File: config.mk
export PLATFORM = sky130hd
export DESIGN_NAME = rni_rxlcrd_gen
export DESIGN_NICKNAME = d
export VERILOG_FILES = /design/src/rtl/rni_rxlcrd_gen.sv
export SDC_FILE = /design/constraint.sdc
export NUM_CORES = 1
export LEC_CHECK = 0
export BUFFER_PORTS_ARGS = -buffer_cell sky130_fd_sc_hd__buf_2
export CAP_MARGIN = 20
export CORE_UTILIZATION = 31
export DETAILED_ROUTE_END_ITERATION = 16
export GPL_ROUTABILITY_DRIVEN = 0
export PLACE_DENSITY = 0.54
export SKIP_LAST_GASP = 1
export SLEW_MARGIN = 5
export SYNTH_ARGS = -nofsm -noshare
export SYNTH_HDL_FRONTEND = slang
export SYNTH_SLANG_ARGS = --single-unit
File: constraint.sdc
create_clock -name clk -period 4.05 [get_ports clk]
set_input_delay 0.405 -clock clk [delete_from_list [all_inputs] [get_ports clk]]
set_output_delay 0.405 -clock clk [all_outputs]
set_load 0.03 [all_outputs]
File: src/rtl/rni_rxlcrd_gen.sv
// rni_rxlcrd_gen: receive-side L-credit generator with link activation FSM
//   clk, rst          : clock, asynchronous active-high reset
//   rxlinkactivereq   : partner requests link activation
//   rxlinkactiveack   : acknowledge, high in ACT/RUN/DEACT
//   rx_flitv          : flit received, consumes one outstanding credit
//   rx_flit_lcrdrtn   : qualifies rx_flitv as a credit return (no buffer write)
//   buf_free          : one buffer slot released downstream
//   rxlcrdv           : one-cycle credit grant pulse
//   lcrd_out_cnt      : credits held by partner
//   free_cnt          : buffer slots not backing any credit
//   link_run          : high in RUN
//   err               : sticky protocol error
module rni_rxlcrd_gen #(
    parameter int BUF_DEPTH        = 4,
    parameter int LCRD_MAX_CNT_VAL = 4
) (
    input  logic       clk,
    input  logic       rst,
    input  logic       rxlinkactivereq,
    output logic       rxlinkactiveack,
    input  logic       rx_flitv,
    input  logic       rx_flit_lcrdrtn,
    input  logic       buf_free,
    output logic       rxlcrdv,
    output logic [3:0] lcrd_out_cnt,
    output logic [3:0] free_cnt,
    output logic       link_run,
    output logic       err
);
    typedef enum logic [1:0] {STOP, ACT, RUN, DEACT} state_t;

    localparam logic [3:0] BUF_D = 4'(BUF_DEPTH);
    localparam logic [3:0] MAX_C = 4'(LCRD_MAX_CNT_VAL);

    state_t     state, state_nxt;
    logic       init_done;
    logic       issue_s0, flit_ok, ret_ok, bf_ok, err_evt;
    logic [4:0] free_sum;
    logic [3:0] free_nxt, out_nxt;

    assign rxlinkactiveack = state != STOP;
    assign link_run        = state == RUN;

    // Until the init cycle has happened the FSM is frozen.
    always_comb begin
        state_nxt = state;
        if (init_done)
            state_nxt = state == STOP ? (rxlinkactivereq ? ACT : STOP) :
                        state == ACT  ? (rxlinkactivereq ? RUN : DEACT) :
                        state == RUN  ? (rxlinkactivereq ? RUN : DEACT) :
                        (lcrd_out_cnt == 4'd0 && !rx_flitv) ? STOP : DEACT;
    end

    // Only flits that consume a real credit move counters; illegal ones just flag err.
    always_comb begin
        issue_s0 = state == RUN && rxlinkactivereq && free_cnt != 4'd0 && lcrd_out_cnt < MAX_C;
        flit_ok  = init_done && rx_flitv && lcrd_out_cnt != 4'd0 && (state == RUN || state == DEACT);
        ret_ok   = flit_ok && rx_flit_lcrdrtn;
        bf_ok    = init_done && buf_free && free_cnt != BUF_D;
        err_evt  = init_done && ((rx_flitv && (lcrd_out_cnt == 4'd0 || state == STOP || state == ACT))
                                 || (buf_free && free_cnt == BUF_D));
        free_sum = {1'b0, free_cnt} + 5'(bf_ok) + 5'(ret_ok) - 5'(issue_s0);
        free_nxt = free_sum > {1'b0, BUF_D} ? BUF_D : free_sum[3:0];
        out_nxt  = lcrd_out_cnt + 4'(issue_s0) - 4'(flit_ok);
    end

    always_ff @(posedge clk or posedge rst) begin
        if (rst)
            state <= STOP;
        else
            state <= state_nxt;
    end

    always_ff @(posedge clk or posedge rst) begin
        if (rst) begin
            init_done    <= 1'b0;
            rxlcrdv      <= 1'b0;
            lcrd_out_cnt <= 4'd0;
            free_cnt     <= 4'd0;
            err          <= 1'b0;
        end else if (!init_done) begin
            init_done <= 1'b1;
            free_cnt  <= BUF_D;
        end else begin
            rxlcrdv      <= issue_s0;
            lcrd_out_cnt <= out_nxt;
            free_cnt     <= free_nxt;
            err          <= err | err_evt;
        end
    end
endmodule
==> impl_metrics.tcl <==
set metrics [dict create \
    status "complete, no violations" \
    syn_inst 93 \
    area_growth_pct 16.90 \
    fin_setup_tns_ns 0 \
    start_kind "flip-flop" \
    fin_nets 133 \
    power_switching_uw 203.4 \
    muxShareOfSynthArea_pct 2.557 \
    topRoutingLayerUsed "met4" \
    p_leak_nw 0.5163 \
    fmax_ghz 0.3011 \
    clockPowerShare_pct 15.8 \
    yosysWarnings 0 \
    ys_ff_latch 13 \
    ios 18 \
    max-slew-margin-rel_pct 66.25 \
    dpl.hpwl_um 1377 \
    cts.sinks 13 \
    cts_tree "done" \
    die_area_mm2 0.003059 \
    final_hold_viol_count 0 \
    max_cap_violations 0 \
    synth_ff_type "dfrtp_1" \
    drive_gt1_share_pct 23.89 \
    wl_um 1657 \
    htree_levels 1 \
    wl_per_cell_um 11.59 \
    cp_cell_sequence "inv_1 > ha_1 > or3b_1 > and4_1 > nand2_1 > ha_1 > fa_1 > fa_1 > nand2b_1 > a21oi_1 > nor3_1 > or3_1" \
    rsz0062_at_grt "false" \
    crit_arrival_ns 3.47 \
    path_clk_slew_ns 0.08 \
    synth-simple-area-share_pct 14.63 \
    pwr-share-comb_pct 47.2 \
    avgViaCountPerCell 4.587 \
    powerDensity_mw_per_mm2 480.1 \
    synthesis.nets 112 \
    worstPathRequired_ns 4.20 \
    vias 656 \
    async_flop_share_pct 100.0 \
    antenna_found_initial 0 \
    ys_types 30 \
    dr.pass1.iters 4 \
    final_util_pct 39.76 \
    n_antenna_cell 0 \
    total_power_uw 494.4 \
    clock_latency_ns 0.27 \
    hold_slack_ns 0.1407 \
    clockBufferDepth 2 \
    drc 0 \
    ctsHoldBuffers 0 \
    synth_top_family_by_area "adder cells" \
    syn_area_um2 880.8 \
    m1WireLength_um 795 \
    crit_fanout 3 \
    cts.repair.resized 0 \
    die_h_um 55.31 \
    crit_slowest_cell "fa_1" \
    p_seq_share_pct 37.0 \
    hp-class "in -> async" \
    coreArea_mm2 0.002590 \
    slowest_delay_ns 0.45 \
    critPathBufInv 1 \
    synthAdderAreaFrac_pct 21.02 \
    post_cts_buffers 0 \
    die_x_um 55.31 \
    skew_ns 0.002257 \
    maxSlewViolCount 0 \
    synth-compound-area-share_pct 11.22 \
    min_period_ns 3.321 \
    power.internal_uw 291.0 \
    worstSetupPathType "reg -> reg" \
    fp-row-count 18 \
    numPortBuffers 17 \
    grt_first_pass_wirelength_um 3146 \
    synthXorXnorAreaFrac_pct 4.972 \
    root_buffer "clkbuf_4" \
    grt_pass1_vias 702 \
    drtIter0Drc 6 \
    ys_seq_area_share_pct 36.93 \
    ant_nets 0 \
    p_sw_share_pct 41.14 \
    peakVddDrop_mv 0.2483 \
    grt-ovfl-total 0 \
    met2_length_um 759 \
    cp_top_family "simple AND/OR/NAND/NOR gates" \
    worst_setup_path_end_kind "flip-flop" \
    syn_avg_cell_area_um2 9.471 \
    min_period_over_period_pct 82.01 \
    worst_pin_slew_ns 0.5056 \
    cts_inserted_buffers 3 \
    setup_viol 0 \
    initial_core_util_pct 34.01 \
    route.met3.wl_um 85 \
    grt_usage_pct 13.32 \
    grt_max_degree 17 \
    synth-edff-count 0 \
]
==> power by group through the flow <==
stage | Combinational [mW] | Sequential (mW) | Clock, mW
after floorplan | 0.142 | 0.224 | 0
after global placement | 0.232 | 0.184 | 0
after detailed placement | 0.237 | 0.186 | 0
after CTS | 0.238 | 0.183 | 0.0831
after global routing | 0.268 | 0.188 | 0.0887
final | 0.233 | 0.183 | 0.0783
==> registers in the layout, summed over array words and instances (netlist names) <==
name and cells:
init_done 1, err 1, free_cnt 4, state 2
lcrd_out_cnt 4, rxlcrdv 1
==> synthesized netlist by cell type, types with 2 or more instances <==
cell	number	area, um^2
a21oi_1	8	40.04
a21o_1	2	15.01
nor2_1	4	15.01
nor3_1	2	10.01
fa_1	3	60.06
mux2_2	2	22.52
nand3_1	3	15.01
conb_1	2	7.510
a31oi_1	2	12.51
ha_1	10	125.1
nor4_1	2	12.51
xnor2_1	3	26.28
nand2_1	5	18.77
xor2_1	2	17.52
dfrtp_1	13	325.3
inv_1	16	60.06
==> area by class of cell <==
| type | instances | area (um^2) |
|---|---|---|
| Clock buffer | 3 | 22.52 |
| Clock inverter | 1 | 5.005 |
| Fill cell | 269 | 1560 |
| Inverter | 16 | 60.06 |
| Multi-Input combinational cell | 62 | 486.7 |
| Sequential cell | 13 | 325.3 |
| Tap cell | 30 | 37.54 |
| Timing Repair Buffer | 18 | 92.59 |
==> layout by cell type (no fill, tap or decap), types with 2 or more instances in the layout <==
| master | synthesis | layout |
|---|---|---|
| nor2_1 | 4 | 4 |
| inv_1 | 16 | 16 |
| ha_1 | 10 | 10 |
| mux2_2 | 2 | 2 |
| dfrtp_1 | 13 | 13 |
| xor2_1 | 2 | 2 |
| a21oi_1 | 8 | 8 |
| xnor2_1 | 3 | 3 |
| conb_1 | 2 | 2 |
| fa_1 | 3 | 3 |
| nand2_1 | 5 | 5 |
| buf_2 | 1 | 17 |
| nor4_1 | 2 | 2 |
| nor3_1 | 2 | 2 |
| clkbuf_4 | 0 | 3 |
| a31oi_1 | 2 | 2 |
| a21o_1 | 2 | 2 |
| nand3_1 | 3 | 3 |
==> cells by family (layout without fill, tap and decap cells) <==
| kind of cell | count (synthesis) | in the layout |
|---|---|---|
| adder cells (fa/ha/maj) | 13 | 13 |
| multiplexers | 2 | 2 |
| other | 2 | 2 |
| AO/OA/AOI/OAI | 16 | 16 |
| flip-flops | 13 | 13 |
| buffers and inverters | 18 | 38 |
| XOR/XNOR | 5 | 5 |
| AND/OR/NAND/NOR | 24 | 24 |
==> worst paths after layout <==
check,startpoint,to,slack [ns],cells after the start
worst max-delay path,lcrd_out_cnt[2],free_cnt[2],0.73,12
worst min-delay path,rst,free_cnt[3],0.14,2
worst max register to register,lcrd_out_cnt[2],free_cnt[2],0.73,12
worst min register to register,err,err,0.49,2
max in group asynchronous,rst,lcrd_out_cnt[1],3.57,2
min in group clk,buf_free,err,0.41,3
==> per-stage QoR <==
stage	worst slack (ns)	cell area, um^2	instances
6_report	0.7286	1030	143
2_1_floorplan	0.7473	880.8	93
3_5_place_dp	0.7344	1002	139
5_1_grt	0.5305	1030	143
3_3_place_gp	0.7674	1002	139
4_1_cts	0.7163	1030	143
==> per-layer routing <==
layer / global-route usage, % / vias up
li1: - / 347
met1: 16.59 / 293
met2: 21.00 / 14
met3: 5.386 / 2
met4: 4.286 / 0
met5: 0 / -
Note: power is estimated with default switching activity, not from simulation.
